**config.mk**
```make
export PLATFORM = sky130hd
export DESIGN_NAME = lif_layer
export DESIGN_NICKNAME = d
export VERILOG_FILES = /design/src/rtl/lif_layer.sv
export SDC_FILE = /design/constraint.sdc
export NUM_CORES = 1
export LEC_CHECK = 0
export CAP_MARGIN = 40
export CORE_ASPECT_RATIO = 1.5
export CORE_MARGIN = 5
export CORE_UTILIZATION = 39
export CTS_BUF_LIST = sky130_fd_sc_hd__clkbuf_8
export DETAILED_ROUTE_END_ITERATION = 16
export SYNTH_ARGS = -nofsm -noshare
export SYNTH_HDL_FRONTEND = slang
export SYNTH_SLANG_ARGS = --single-unit
export TNS_END_PERCENT = 30
```
**constraint.sdc**
```tcl
create_clock -name clk -period 3.91 [get_ports clk]
set_input_delay 0.782 -clock clk [delete_from_list [all_inputs] [get_ports clk]]
set_output_delay 0.782 -clock clk [all_outputs]
set_load 0.01 [all_outputs]
```
**src/rtl/lif_layer.sv**
```systemverilog
`default_nettype none
// ============================================================================
// Module   : lif_layer
// Purpose  : Chain of N_NEURONS leaky integrate-and-fire neurons with a
//            refractory period. Neuron 0 integrates the external current;
//            neuron k>0 integrates `weight` whenever neuron k-1 spiked on the
//            previous enabled edge. A probe mux exposes one membrane state.
// Ports    : clk         - rising-edge clock
//            rst_n       - asynchronous active-low reset
//            en          - advance all neurons this cycle
//            current     - input current of neuron 0
//            weight      - synaptic weight between chained neurons
//            probe_sel   - neuron index routed to state_out
//            spike       - registered one-cycle spike pulses, bit k = neuron k
//            state_out   - membrane state of neuron probe_sel (0 if out of range)
//            spike_count - saturating spike total of the last neuron
// Options  : LIF_SPIKE_COUNT_EN - when defined, spike_count is a 16-bit
//            saturating counter; otherwise it is tied to zero.
// Revision : 1.0 - initial release
// ============================================================================
module lif_layer #(
  parameter int WIDTH      = 8,
  parameter int N_NEURONS  = 2,
  parameter int BETA_SHIFT = 1,
  parameter int THRESHOLD  = 200,
  parameter int REFRACT    = 2,
  localparam int PSEL_W    = (N_NEURONS > 1) ? $clog2(N_NEURONS) : 1
) (
  input  logic                 clk,
  input  logic                 rst_n,
  input  logic                 en,
  input  logic [WIDTH-1:0]     current,
  input  logic [WIDTH-1:0]     weight,
  input  logic [PSEL_W-1:0]    probe_sel,
  output logic [N_NEURONS-1:0] spike,
  output logic [WIDTH-1:0]     state_out,
  output logic [15:0]          spike_count
);

  localparam logic [WIDTH:0] THRESH_V = (WIDTH + 1)'(THRESHOLD);
  localparam logic [7:0]     REFR_V   = 8'(REFRACT);

  logic [N_NEURONS-1:0] spike_w;
  logic [WIDTH-1:0]     state_w [N_NEURONS];

  for (genvar k = 0; k < N_NEURONS; k++) begin : g_neuron
    logic [WIDTH-1:0] state_q, state_d;
    logic [7:0]       refr_q, refr_d;
    logic             spike_q, spike_d;
    logic [WIDTH-1:0] in_w;
    logic [WIDTH-1:0] leaked_w;
    logic [WIDTH:0]   sum_w;

    if (k == 0) begin : g_src_ext
      assign in_w = current;
    end else begin : g_src_chain
      // Registered spike of the previous stage: one cycle of latency per stage.
      assign in_w = spike_w[k-1] ? weight : '0;
    end

    // state - (state >> s) never underflows, so the leak fits in WIDTH bits;
    // the extra sum bit keeps leak + input from wrapping before the compare.
    assign leaked_w = state_q - (state_q >> BETA_SHIFT);
    assign sum_w    = {1'b0, leaked_w} + {1'b0, in_w};

    always_comb begin
      state_d = state_q;
      refr_d  = refr_q;
      spike_d = 1'b0;
      if (en) begin
        if (refr_q != 8'd0) begin
          refr_d  = refr_q - 8'd1;
          state_d = '0;
        end else if (sum_w >= THRESH_V) begin
          spike_d = 1'b1;
          state_d = '0;
          refr_d  = REFR_V;
        end else begin
          // Below threshold, so sum < 2**WIDTH and the truncation is exact.
          state_d = sum_w[WIDTH-1:0];
        end
      end
    end

    always_ff @(posedge clk or negedge rst_n) begin
      if (!rst_n) begin
        state_q <= '0;
        refr_q  <= '0;
        spike_q <= 1'b0;
      end else begin
        state_q <= state_d;
        refr_q  <= refr_d;
        spike_q <= spike_d;
      end
    end

    assign spike_w[k] = spike_q;
    assign state_w[k] = state_q;
  end

  assign spike = spike_w;

  // Explicit compare per neuron so out-of-range selects read back zero.
  always_comb begin
    state_out = '0;
    for (int k = 0; k < N_NEURONS; k++) begin
      if (probe_sel == PSEL_W'(k)) begin
        state_out = state_w[k];
      end
    end
  end

`ifdef LIF_SPIKE_COUNT_EN
  logic [15:0] count_q, count_d;

  always_comb begin
    count_d = count_q;
    if (spike_w[N_NEURONS-1] && (count_q != 16'hFFFF)) begin
      count_d = count_q + 16'd1;
    end
  end

  always_ff @(posedge clk or negedge rst_n) begin
    if (!rst_n) begin
      count_q <= '0;
    end else begin
      count_q <= count_d;
    end
  end

  assign spike_count = count_q;
`else
  assign spike_count = 16'd0;
`endif

endmodule
`default_nettype wire

```
# After elaboration in Yosys (flattened, before gate mapping)
# Index checks and enable logic that the tools add are counted.
dict set report totals {
  register_bits 34
  latch_bits 0
  ram_bits 0
  rom_bits 0
  input_bits 20
  out_inout_bits 26
  elab_cells 36
  mem_count 0
}
dict set report classes {
  add_sub_neg 6
  n_mul 0
  n_div 0
  n_lt_le_gt_ge 2
  n_eq_ne 0
  n_shift 0
  muxes 16
  bitwise_logic 0
  n_reduce_logical 6
}
# operator count
set op_table {}
lappend op_table {{8-bit two-way mux} 10}
lappend op_table {{8-bit by 8-bit adder with 9-bit output} 2}
lappend op_table {{9-bit by 8-bit >= comparator with 1-bit output (second input constant)} 2}
lappend op_table {{8-bit nonzero test} 2}
lappend op_table {{8-bit by 1-bit subtractor with 8-bit output (second input constant)} 2}
lappend op_table {{8-bit by 7-bit subtractor with 8-bit output} 2}
lappend op_table {{1-bit two-way mux} 6}
lappend op_table {{2-bit AND reduction} 2}
lappend op_table {{2-bit nonzero test} 2}

# Logic depth before layout (Yosys ltp)
# Gate-level depths: netlist of the first run.
dict set report logic_depth {
  depth_word 6
  mapped_depth 18
  mapped_depth_nobuf 17
}

# Least setup slack after synthesis of the first run
# No wires, ideal clock.
dict set report synth_path {
  path_type {flip-flop to flip-flop}
  startpoint {reg g_neuron[0].state_q[1]}
  endpoint {reg g_neuron[0].state_q[2]}
  setup_ns 0.104
  arrival_ns 3.220
  required_ns 3.806
  setup_slack_ns 0.587
  stages_incl_launch_ff 18
  n_path_buf 1
  period_less_slack_ns 3.323
  cell_sequence {dfrtp_1 ha_1 inv_1 fa_1 nand2_1 nand2_1 a21oi_1 o21bai_1 a21oi_1 xnor2_1 ha_1 clkbuf_1 nor3b_1 a21oi_1 o21ai_1 a211oi_1 o31ai_2 o41ai_2}
}
dict set report synth_between {
  elab_chain_len 5
}
# element line_no
set synth_rtl {}
lappend synth_rtl {{start: declaration} 47} ;# logic [WIDTH-1:0] state_q, state_d;
lappend synth_rtl {{start signal: assignment} 91} ;# state_q <= state_d;
lappend synth_rtl {{8-bit by 7-bit subtractor with 8-bit output *} 63} ;# assign leaked_w = state_q - (state_q >> BETA_SHIFT);
lappend synth_rtl {{8-bit by 8-bit adder with 9-bit output *} 64} ;# assign sum_w = {1'b0, leaked_w} + {1'b0, in_w};
lappend synth_rtl {{9-bit by 8-bit >= comparator with 1-bit output} 74} ;# end else if (sum_w >= THRESH_V) begin
lappend synth_rtl {{8-bit two-way mux *} 74}
lappend synth_rtl {{8-bit two-way mux *} 71} ;# if (refr_q != 8'd0) begin
# Every way passes the cells marked *; elsewhere a longest branch is shown, timed or not.
# A chain may end at the register's enable or synchronous reset.

# Final worst setup path of the first run
# Same ends and word-level chain as after synthesis.

==> flow_metrics.env, run 1 <==
export IMPL_crit_start="g_neuron[0].state_q[1]"
export IMPL_synth_flop_cell="dfrtp_1"
export IMPL_preCtsSetupSlack_ns=0.211
export IMPL_grt_pass1_vias=2639
export IMPL_ys_types=66
export IMPL_period_share=0.929
export IMPL_ios=46
export IMPL_die_w_um=85.2
export IMPL_ant_nets=0
export IMPL_worstPathRequired_ns=4.11
export IMPL_drt_iter0_markers=64
export IMPL_final_nets=468
export IMPL_r2r_start="g_neuron[0].state_q[1]"
export IMPL_swShare=0.296
export IMPL_p_per_area_nw_per_um2=303
export IMPL_placed_area_um2=3620
export IMPL_grt_ovfl_total=0
export IMPL_setup_ws_ns=0.278
export IMPL_max_cap_viol_count=0
export IMPL_power_share_clock=0.355
export IMPL_cts_clk_slew_worst_paths_ns=0.07
export IMPL_finalSetupViolCount=0
export IMPL_instances_no_fill=519
export IMPL_arrival_ns=3.83
export IMPL_report_final_slew_viol_count=0
export IMPL_max_freq_ghz=0.275
export IMPL_area_growth_pct=14.5
export IMPL_power_internal_uw=808
export IMPL_synth_most_common_cell="inv_1"
export IMPL_core_um2=8360
export IMPL_peakVddDrop_uv=134
export IMPL_avgViaCountPerCell=5.17
export IMPL_cts_tree="yes"
export IMPL_synth_area_per_cell_um2=8.58
export IMPL_seqPwrFrac=0.407
export IMPL_diodes=0
export IMPL_synth_top_area_frac=0.257
export IMPL_crit_path_end_kind="register"
export IMPL_drive_above_1_share=0.0801
export IMPL_ys_warn_count=0
export IMPL_postSynthCellCount=385
export IMPL_num_vias=2684
export IMPL_grtUsageTotal=0.140
export IMPL_comb_power_share=0.238
export IMPL_antenna_found_initial=0
export IMPL_cts_sinks=34
export IMPL_hold_buffers=0
export IMPL_cts_buffers=5
export IMPL_yosys_area_top_type="dfrtp_1"
export IMPL_die_h_um=123
export IMPL_synthTopCellsByCount="inv_1 (41), dfrtp_1 (34), ha_1 (33), nand2_1 (32)"
export IMPL_status="completed"
export IMPL_die_area_um2=10500
export IMPL_clock_path_buffers=2
export IMPL_cts_root_buf="clkbuf_8"
export IMPL_cp_start_kind="register"
export IMPL_yosysSeqAreaShare=0.257
export IMPL_crit_path_max_fanout=7
export IMPL_worstMarginPinSlew_ns=0.562
export IMPL_wire_per_inst_um=13.4
export IMPL_finalSetupTns_ns=0
export IMPL_hp_class="reg -> reg"
export IMPL_io_buffers=29
export IMPL_period_needed_ns=3.63
export IMPL_grt_max_degree=35
export IMPL_fin_util=0.452
export IMPL_dr_pass1_iters=4
export IMPL_ys_ff_latch=34
export IMPL_relSlewSlack=0.622
export IMPL_syn_area_um2=3300
export IMPL_design_area_um2=3780
export IMPL_dp_final_hpwl_mm=5.54
export IMPL_hold_viol=0
export IMPL_globalplace_congestion=0.796
export IMPL_min_from="g_neuron[0].state_q[2]"
export IMPL_routed_wirelength_mm=6.96
export IMPL_drc=0
export IMPL_synthArstFlopShare=1.00
export IMPL_place_inst=511
export IMPL_crit_type="reg -> reg"
export IMPL_initial_core_util=0.395
export IMPL_p_sw_uw=340
export IMPL_grt_setup_unrepaired="no"
export IMPL_clock_latency_ns=0.30
export IMPL_skew_ns=0.00950
export IMPL_ys_top_cells_by_area="dfrtp_1 (26%), ha_1 (12%), inv_1 (4.7%)"
export IMPL_ctsHtreeMaxLevel=2
export IMPL_num_rows=41
export IMPL_p_leak_uw=0.00172
export IMPL_synth_edf_count=0
export IMPL_grt_pass1_wl_mm=11.9
layout make-up:
type	count	area [um2]
fillers	827	4580
multi-input cells	298	2200
flip-flops and latches	34	851
repair buffers	31	305
inverters	41	154
well taps	107	134
clock buffers	6	82.6
clock inverters	2	60.1
through the flow:
step | hold WS, ns | power (uW)
5_1_grt | 0.549 | 1220
2_1_floorplan | 0.474 | 683
4_1_cts | 0.530 | 1170
3_3_place_gp | 0.504 | 741
6_report | 0.527 | 1150
3_5_place_dp | 0.507 | 750
logic make-up (layout without fill, tap and decap cells):
group | after synthesis | after routing | synth area share
AO/OA/AOI/OAI | 110 | 110 | 0.241
buffers and inverters | 68 | 80 | 0.101
flip-flops | 34 | 34 | 0.257
AND/OR/NAND/NOR | 107 | 107 | 0.171
adder cells (fa/ha/maj) | 37 | 37 | 0.149
multiplexers | 5 | 5 | 0.0163
XOR/XNOR | 23 | 23 | 0.0632
other | 1 | 16 | 0.00113
layout by cell type, fill, tap and decap left out, types with 3 or more instances in the layout:
| cell type | Yosys | routed |
|---|---|---|
| mux2_2 | 3 | 3 |
| o32ai_1 | 8 | 8 |
| and2_1 | 10 | 10 |
| clkbuf_8 | 0 | 6 |
| inv_1 | 41 | 41 |
| dfrtp_1 | 34 | 34 |
| xor2_1 | 10 | 10 |
| o21ai_0 | 19 | 19 |
| o21a_1 | 4 | 4 |
| fa_1 | 4 | 4 |
| clkdlybuf4s50_1 | 0 | 29 |
| or3_1 | 4 | 4 |
| o31ai_1 | 4 | 4 |
| nor2b_1 | 7 | 7 |
| nor3_1 | 8 | 8 |
| xnor2_1 | 12 | 12 |
| a21o_1 | 10 | 10 |
| nor3b_1 | 4 | 3 |
| ha_1 | 33 | 33 |
| a21oi_1 | 19 | 19 |
| o21bai_1 | 4 | 4 |
| a21boi_0 | 3 | 3 |
| nand2_1 | 32 | 32 |
| nor2_1 | 19 | 19 |
| nand2b_1 | 3 | 3 |
| o21ai_1 | 5 | 4 |
| conb_1 | 1 | 16 |
| o2111ai_1 | 3 | 3 |
| a31oi_1 | 4 | 3 |
| nand3_1 | 8 | 8 |
timing repair:
| item | 4_1_cts | 5_1_grt |
|---|---|---|
| endpoints found under the setup margin | 0 | 6 |
| resized for setup | 0 | 4 |
| buffers inserted | 0 | 0 |
sequential cells by signal (all words and copies together), names as in the netlist:
name and flops:
g_neuron.state_q 16, g_neuron.spike_q 2, g_neuron.refr_q 16
routing by layer:
metal / track usage / up-vias / part of all wire
met5: 0 / - / 0
met4: 0.0584 / 0 / 0.021
met3: 0.0215 / 11 / 0.035
met2: 0.258 / 40 / 0.52
met1: 0.159 / 1241 / 0.43
li1: - / 1392 / -
worst max-delay path: stages, from the launching register on:
cell,delay (ns)
dfrtp_1,0.45
ha_1,0.31
nor2b_1,0.12
o21ai_0,0.19
a21boi_0,0.14
o21ai_0,0.24
nor2b_1,0.20
xnor2_1,0.17
ha_1,0.35
nand3_1,0.15
o21bai_1,0.16
nand2_2,0.15
a311oi_4,0.43
o31ai_2,0.19
o41ai_2,0.28
worst paths after layout:
path,slack [ns],to,cells after the start
worst min-delay path,0.53,g_neuron[0].state_q[2],2
min in group asynchronous,0.90,g_neuron[0].state_q[0],2
worst max-delay path,0.28,g_neuron[0].state_q[2],14
worst max register to register,0.28,g_neuron[0].state_q[2],14
max in group asynchronous,2.70,g_neuron[0].state_q[4],2
worst min register to register,0.53,g_neuron[0].state_q[2],2
power by group through the flow:
stage / Combinational [uW] / Sequential (uW) / Clock (uW)
2_1_floorplan: 222 / 461 / 0
3_3_place_gp: 268 / 473 / 0
3_5_place_dp: 275 / 475 / 0
4_1_cts: 277 / 468 / 422
5_1_grt: 310 / 478 / 435
6_report: 273 / 467 / 408
Note: power is estimated with default switching activity, not from simulation.
==> run 2: changes to the inputs <==
- CTS_CLUSTER_DIAMETER: unset -> 50
==> results of run 2 <==
No change in the layout: final DEF, timing and power equal those of run 1.
==> variant 1 (flow settings as in run 2) <==
The option `LIF_SPIKE_COUNT_EN` is turned on by a define.
--- a/src/rtl/lif_layer.sv
+++ b/src/rtl/lif_layer.sv
@@ -19,4 +19,6 @@
 // Revision : 1.0 - initial release
 // ============================================================================
+`define LIF_SPIKE_COUNT_EN
+
 module lif_layer #(
   parameter int WIDTH      = 8,
Formal check against the unedited RTL: not equivalent (a bounded check fails within 4 cycles, from zero or initial values and one cycle with rst_n low).
==> variant 1 against run 2 <==
- sequential share of layout area is 6.1 points higher
- clock power is 6.9% lower
- cell area grew 16%
- worst setup slack about the same
- area after synthesis grew 13%
- total power up 25%
- count of clock-buffer cells in the layout decreased by 1
- first-iteration DRC count grew 22%
- routed wire length rose by 11%
- sequential cell count is 16 higher
- critical path type unchanged
- largest power group unchanged
==> variant 1: results (changes against run 2) <==
Status
  – Status: finished clean (unchanged)

Global routing
  – Met2 Usage GRT: 25.5% (was 25.8%)
  – Global router's overall resource usage: 13.7% (was 14.0%)
  – GR met3 Demand/Resource: 2.02% (was 2.15%)

Layout
  – Cell area after layout: 4380 sq um (was 3780 sq um)
  – Number of nets in the layout: 506 (was 468)
  – Non-filler cells, final: 561 (was 519)
  – Fraction of final layout cells with drive strength greater than 1: 6.90% (was 8.01%)

Synthesis
  – Most used standard cells in the synthesized netlist: 50 x sky130_fd_sc_hd__dfrtp_1, 36 x sky130_fd_sc_hd__inv_1, 35 x sky130_fd_sc_hd__nand2_1 (was 41 x sky130_fd_sc_hd__inv_1, 34 x sky130_fd_sc_hd__dfrtp_1, 33 x sky130_fd_sc_hd__ha_1)
  – Area share of xor/xnor cells in the synthesized design: 9.17% (was 6.32%)
  – Share of the synthesized area in compound gates (AO/OA/AOI/OAI): 17.7% (was 24.1%)
  – Mean area per synthesized cell: 9.17 sq um (was 8.58 sq um)
  – Cells taking the most area after synthesis: sky130_fd_sc_hd__dfrtp_1 34%, sky130_fd_sc_hd__ha_1 11%, sky130_fd_sc_hd__xnor2_1 5.4%, sky130_fd_sc_hd__xor2_1 3.8%, sky130_fd_sc_hd__inv_1 3.6% (was sky130_fd_sc_hd__dfrtp_1 26%, sky130_fd_sc_hd__ha_1 12%, sky130_fd_sc_hd__inv_1 4.7%, sky130_fd_sc_hd__buf_4 4.1%, sky130_fd_sc_hd__nand2_1 3.6%)

Power
  – Static Leak: 0.00203 uW (was 0.00172 uW)
  – Worst IR drop on VDD: 0.194 mV (was 0.134 mV)

Min path
  – Type of the worst min-delay path: in2async (was reg2reg)

Floorplanning
  – Number of placement rows: 43 (was 41)

Placed design
  – Placed instance area: 4270 sq um (was 3620 sq um)
  – Worst setup slack before clock tree synthesis: 227 ps (was 211 ps)
  – Number of placed cells counting well taps: 553 (was 511)

Detailed routing
  – Detailed Route Iter0 Violations: 78 (was 64)
  – Sum of met2 wire segment lengths after detailed routing: 4060 um (was 3600 um)
  – M1 WL: 3350 um (was 2960 um)

Clock tree
  – Clock latency at the later pin of the worst-skew pair: 320 ps (was 300 ps)

Worst setup path
  – Startpoint of the worst-slack reg-to-reg timing path: g_neuron[1].state_q[2]$_DFFE_PN0P_ (was g_neuron[0].state_q[1]$_DFFE_PN0P_)
  – Worst-path cell with the longest stage delay: sky130_fd_sc_hd__nor4_4 (was sky130_fd_sc_hd__dfrtp_1)

Timing
  – Worst-margin pin slew: 583 ps (was 562 ps)
  – Final worst hold slack: 456 ps (was 527 ps)
-- variant 1: cell count changes after synthesis, moves of 8 or more --
cell                      change
sky130_fd_sc_hd__dfrtp_1     +16
sky130_fd_sc_hd__o32ai_1      -8
sky130_fd_sc_hd__buf_4       -16
sky130_fd_sc_hd__xnor2_1     +11
sky130_fd_sc_hd__nor3_1       +8
-- variant 1: worst max-delay path, delay by kind of cell, from the launching register on --
family | cells | cell delay, ps
xor gates and xnor gates | 1 | 120
buffers and inverters | 1 | 90
AOI/OAI and AO/OA | 5 | 870
adders and majority gates | 2 | 680
DFF | 1 | 410
and+or+nand+nor | 7 | 1360
-- variant 1: cell type report --
class                   instances  share of cell area [%]
clock inverters                 3                    1.08
well taps                     112                    3.20
multi-input cells             306                    51.8
inverters                      37                    3.17
flip-flops and latches         50                    28.5
repair buffers                 48                    10.7
clock buffers                   5                    1.57
-- variant 1: power breakdown --
part / internal [uW] / total (uW) / switching, uW
combinational: 182 / 387 / 205
clock: 194 / 380 / 186
sequential: 596 / 671 / 75.3
==> variant 2 (flow settings as in run 2) <==
Made on the original files. Add an input register stage for `en`, `current`, `weight` and `probe_sel`; this delays them by one clock. Comments in the files are not updated.
--- a/src/rtl/lif_layer.sv
+++ b/src/rtl/lif_layer.sv
@@ -41,4 +41,16 @@
   localparam logic [7:0]     REFR_V   = 8'(REFRACT);
 
+  logic en_q;
+  logic [WIDTH-1:0] current_q;
+  logic [WIDTH-1:0] weight_q;
+  logic [PSEL_W-1:0] probe_sel_q;
+
+  always_ff @(posedge clk) begin
+    en_q        <= en;
+    current_q   <= current;
+    weight_q    <= weight;
+    probe_sel_q <= probe_sel;
+  end
+
   logic [N_NEURONS-1:0] spike_w;
   logic [WIDTH-1:0]     state_w [N_NEURONS];
@@ -53,8 +65,8 @@
 
     if (k == 0) begin : g_src_ext
-      assign in_w = current;
+      assign in_w = current_q;
     end else begin : g_src_chain
       // Registered spike of the previous stage: one cycle of latency per stage.
-      assign in_w = spike_w[k-1] ? weight : '0;
+      assign in_w = spike_w[k-1] ? weight_q : '0;
     end
 
@@ -68,5 +80,5 @@
       refr_d  = refr_q;
       spike_d = 1'b0;
-      if (en) begin
+      if (en_q) begin
         if (refr_q != 8'd0) begin
           refr_d  = refr_q - 8'd1;
@@ -105,5 +117,5 @@
     state_out = '0;
     for (int k = 0; k < N_NEURONS; k++) begin
-      if (probe_sel == PSEL_W'(k)) begin
+      if (probe_sel_q == PSEL_W'(k)) begin
         state_out = state_w[k];
       end
Check against the original RTL: not equivalent (a bounded check fails within 4 cycles, from zero or initial values and one cycle with rst_n low).
==> variant 2 against run 2 <==
- global-route usage increased by 0.46 points
- sequential cell count grew 18
- synthesized cell count up 3.6%
- routed wire length up 11%
- first-iteration DRC count decreased by 3.1%
- cell area is 11% higher
- area after synthesis rose by 9.5%
- worst setup slack lost 42 ps
- count of clock-buffer cells in the layout did not move
- sequential share of layout area rose by 6.5 points
- critical endpoint is now g_neuron[0].refr_q[0]$_DFFE_PN0P_
Power is not compared: it rests on default switching activity, and its combinational part moved more than twofold at a synthesized area within 25%.
==> variant 2: results (changes against run 2) <==
Status
  – Status: finished clean (unchanged)

Min path
  – Hold-critical path endpoint: g_neuron[1].refr_q[7]$_DFFE_PN0P_ (was g_neuron[0].state_q[2]$_DFFE_PN0P_)
  – Number of cells on the worst hold path: 1 (was 2)

Global routing
  – Number of global-route vias before repair: 2843 (was 2639)
  – First-pass GRT wire length: 13000 um (was 11900 um)
  – Global router's overall resource usage: 14.5% (was 14.0%)
  – Met1 Usage GRT: 16.9% (was 15.9%)
  – Met2 Usage GRT: 25.9% (was 25.8%)

Layout
  – Multi-input comb cells: 299 (was 298)
  – Top flop regs: g_neuron.refr_q (16), g_neuron.state_q (16) (was g_neuron.refr_q (16), g_neuron.state_q (16), g_neuron.spike_q (2))
  – Layout Area Growth over Synthesis: 15.6% (was 14.5%)
  – Non-clock inverter count: 39 (was 41)
  – Number of nets in the layout: 491 (was 468)

Timing
  – Worst clock skew on the final layout: 4.83 ps (was 9.50 ps)

Detailed routing
  – Average via count per standard cell: 5.21 (was 5.17)
  – Sum of met2 wire segment lengths after detailed routing: 3980 um (was 3600 um)
  – Aggregate routed wire length: 7690 um (was 6960 um)
  – Detailed Route Iter0 Violations: 62 (was 64)

Synthesis
  – Fraction of registers with async set or reset after synthesis: 65.4% (was 100%)
  – Cells taking the most area after synthesis: sky130_fd_sc_hd__dfrtp_1 24%, sky130_fd_sc_hd__ha_1 11%, sky130_fd_sc_hd__dfxtp_1 10%, sky130_fd_sc_hd__inv_1 4.0%, sky130_fd_sc_hd__buf_4 3.7% (was sky130_fd_sc_hd__dfrtp_1 26%, sky130_fd_sc_hd__ha_1 12%, sky130_fd_sc_hd__inv_1 4.7%, sky130_fd_sc_hd__buf_4 4.1%, sky130_fd_sc_hd__nand2_1 3.6%)
  – Most used standard cells in the synthesized netlist: 39 x sky130_fd_sc_hd__inv_1, 34 x sky130_fd_sc_hd__dfrtp_1, 33 x sky130_fd_sc_hd__ha_1 (was 41 x sky130_fd_sc_hd__inv_1, 34 x sky130_fd_sc_hd__dfrtp_1, 33 x sky130_fd_sc_hd__ha_1)
  – Share of synthesized area occupied by flip-flops and latches: 33.5% (was 25.7%)
  – Share of the synthesized area in compound gates (AO/OA/AOI/OAI): 21.4% (was 24.1%)
  – Area share of xor/xnor cells in the synthesized design: 4.12% (was 6.32%)

Worst setup path
  – Data arrival time of the critical path: 3860 ps (was 3830 ps)
  – Critical path fanouts, max: 9 (was 7)
  – Worst-path cell with the longest stage delay: sky130_fd_sc_hd__or3b_2 (was sky130_fd_sc_hd__dfrtp_1)
  – Startpoint of the worst-slack reg-to-reg timing path: g_neuron[0].state_q[0]$_DFFE_PN0P_ (was g_neuron[0].state_q[1]$_DFFE_PN0P_)

Placed design
  – Placed instance area: 4000 sq um (was 3620 sq um)
  – Worst setup slack before clock tree synthesis: 49.1 ps (was 211 ps)

Clock tree
  – Reg clk slew, reported paths: 100 ps (was 70 ps)
## variant 2: cell types whose count changed after synthesis, moves of 3 or more
cell | run 2 | this run
sky130_fd_sc_hd__and2_1 | 10 | 7
sky130_fd_sc_hd__and3_1 | 0 | 3
sky130_fd_sc_hd__dfxtp_1 | 0 | 18
sky130_fd_sc_hd__mux2i_1 | 2 | 5
sky130_fd_sc_hd__nand2b_1 | 3 | 6
sky130_fd_sc_hd__nor3_1 | 8 | 12
sky130_fd_sc_hd__nor3b_1 | 4 | 1
sky130_fd_sc_hd__o2111ai_1 | 3 | 0
sky130_fd_sc_hd__o21ai_0 | 19 | 26
sky130_fd_sc_hd__o21ai_1 | 5 | 1
sky130_fd_sc_hd__o22ai_1 | 2 | 13
sky130_fd_sc_hd__o32ai_1 | 8 | 0
sky130_fd_sc_hd__xor2_1 | 10 | 5
## variant 2: worst max path at each step
stage | startpoint | endpoint | slack, ps
4_1_cts | g_neuron[1].state_q[2]$_DFFE_PN0P_ | g_neuron[1].state_q[4]$_DFFE_PN0P_ | 20
6_report | g_neuron[0].state_q[0]$_DFFE_PN0P_ | g_neuron[0].refr_q[0]$_DFFE_PN0P_ | 240
2_1_floorplan | g_neuron[1].state_q[2]$_DFFE_PN0P_ | g_neuron[1].state_q[0]$_DFFE_PN0P_ | 570
5_1_grt | g_neuron[1].state_q[2]$_DFFE_PN0P_ | g_neuron[1].state_q[3]$_DFFE_PN0P_ | 4
3_5_place_dp | g_neuron[1].state_q[2]$_DFFE_PN0P_ | g_neuron[1].state_q[4]$_DFFE_PN0P_ | 50
3_3_place_gp | g_neuron[0].state_q[2]$_DFFE_PN0P_ | g_neuron[0].state_q[0]$_DFFE_PN0P_ | 180
## variant 2: power by group
part,switching (uW),internal (uW)
Clock,183,140
Sequential,101,630
Combinational,844,668
Total,1130,1440
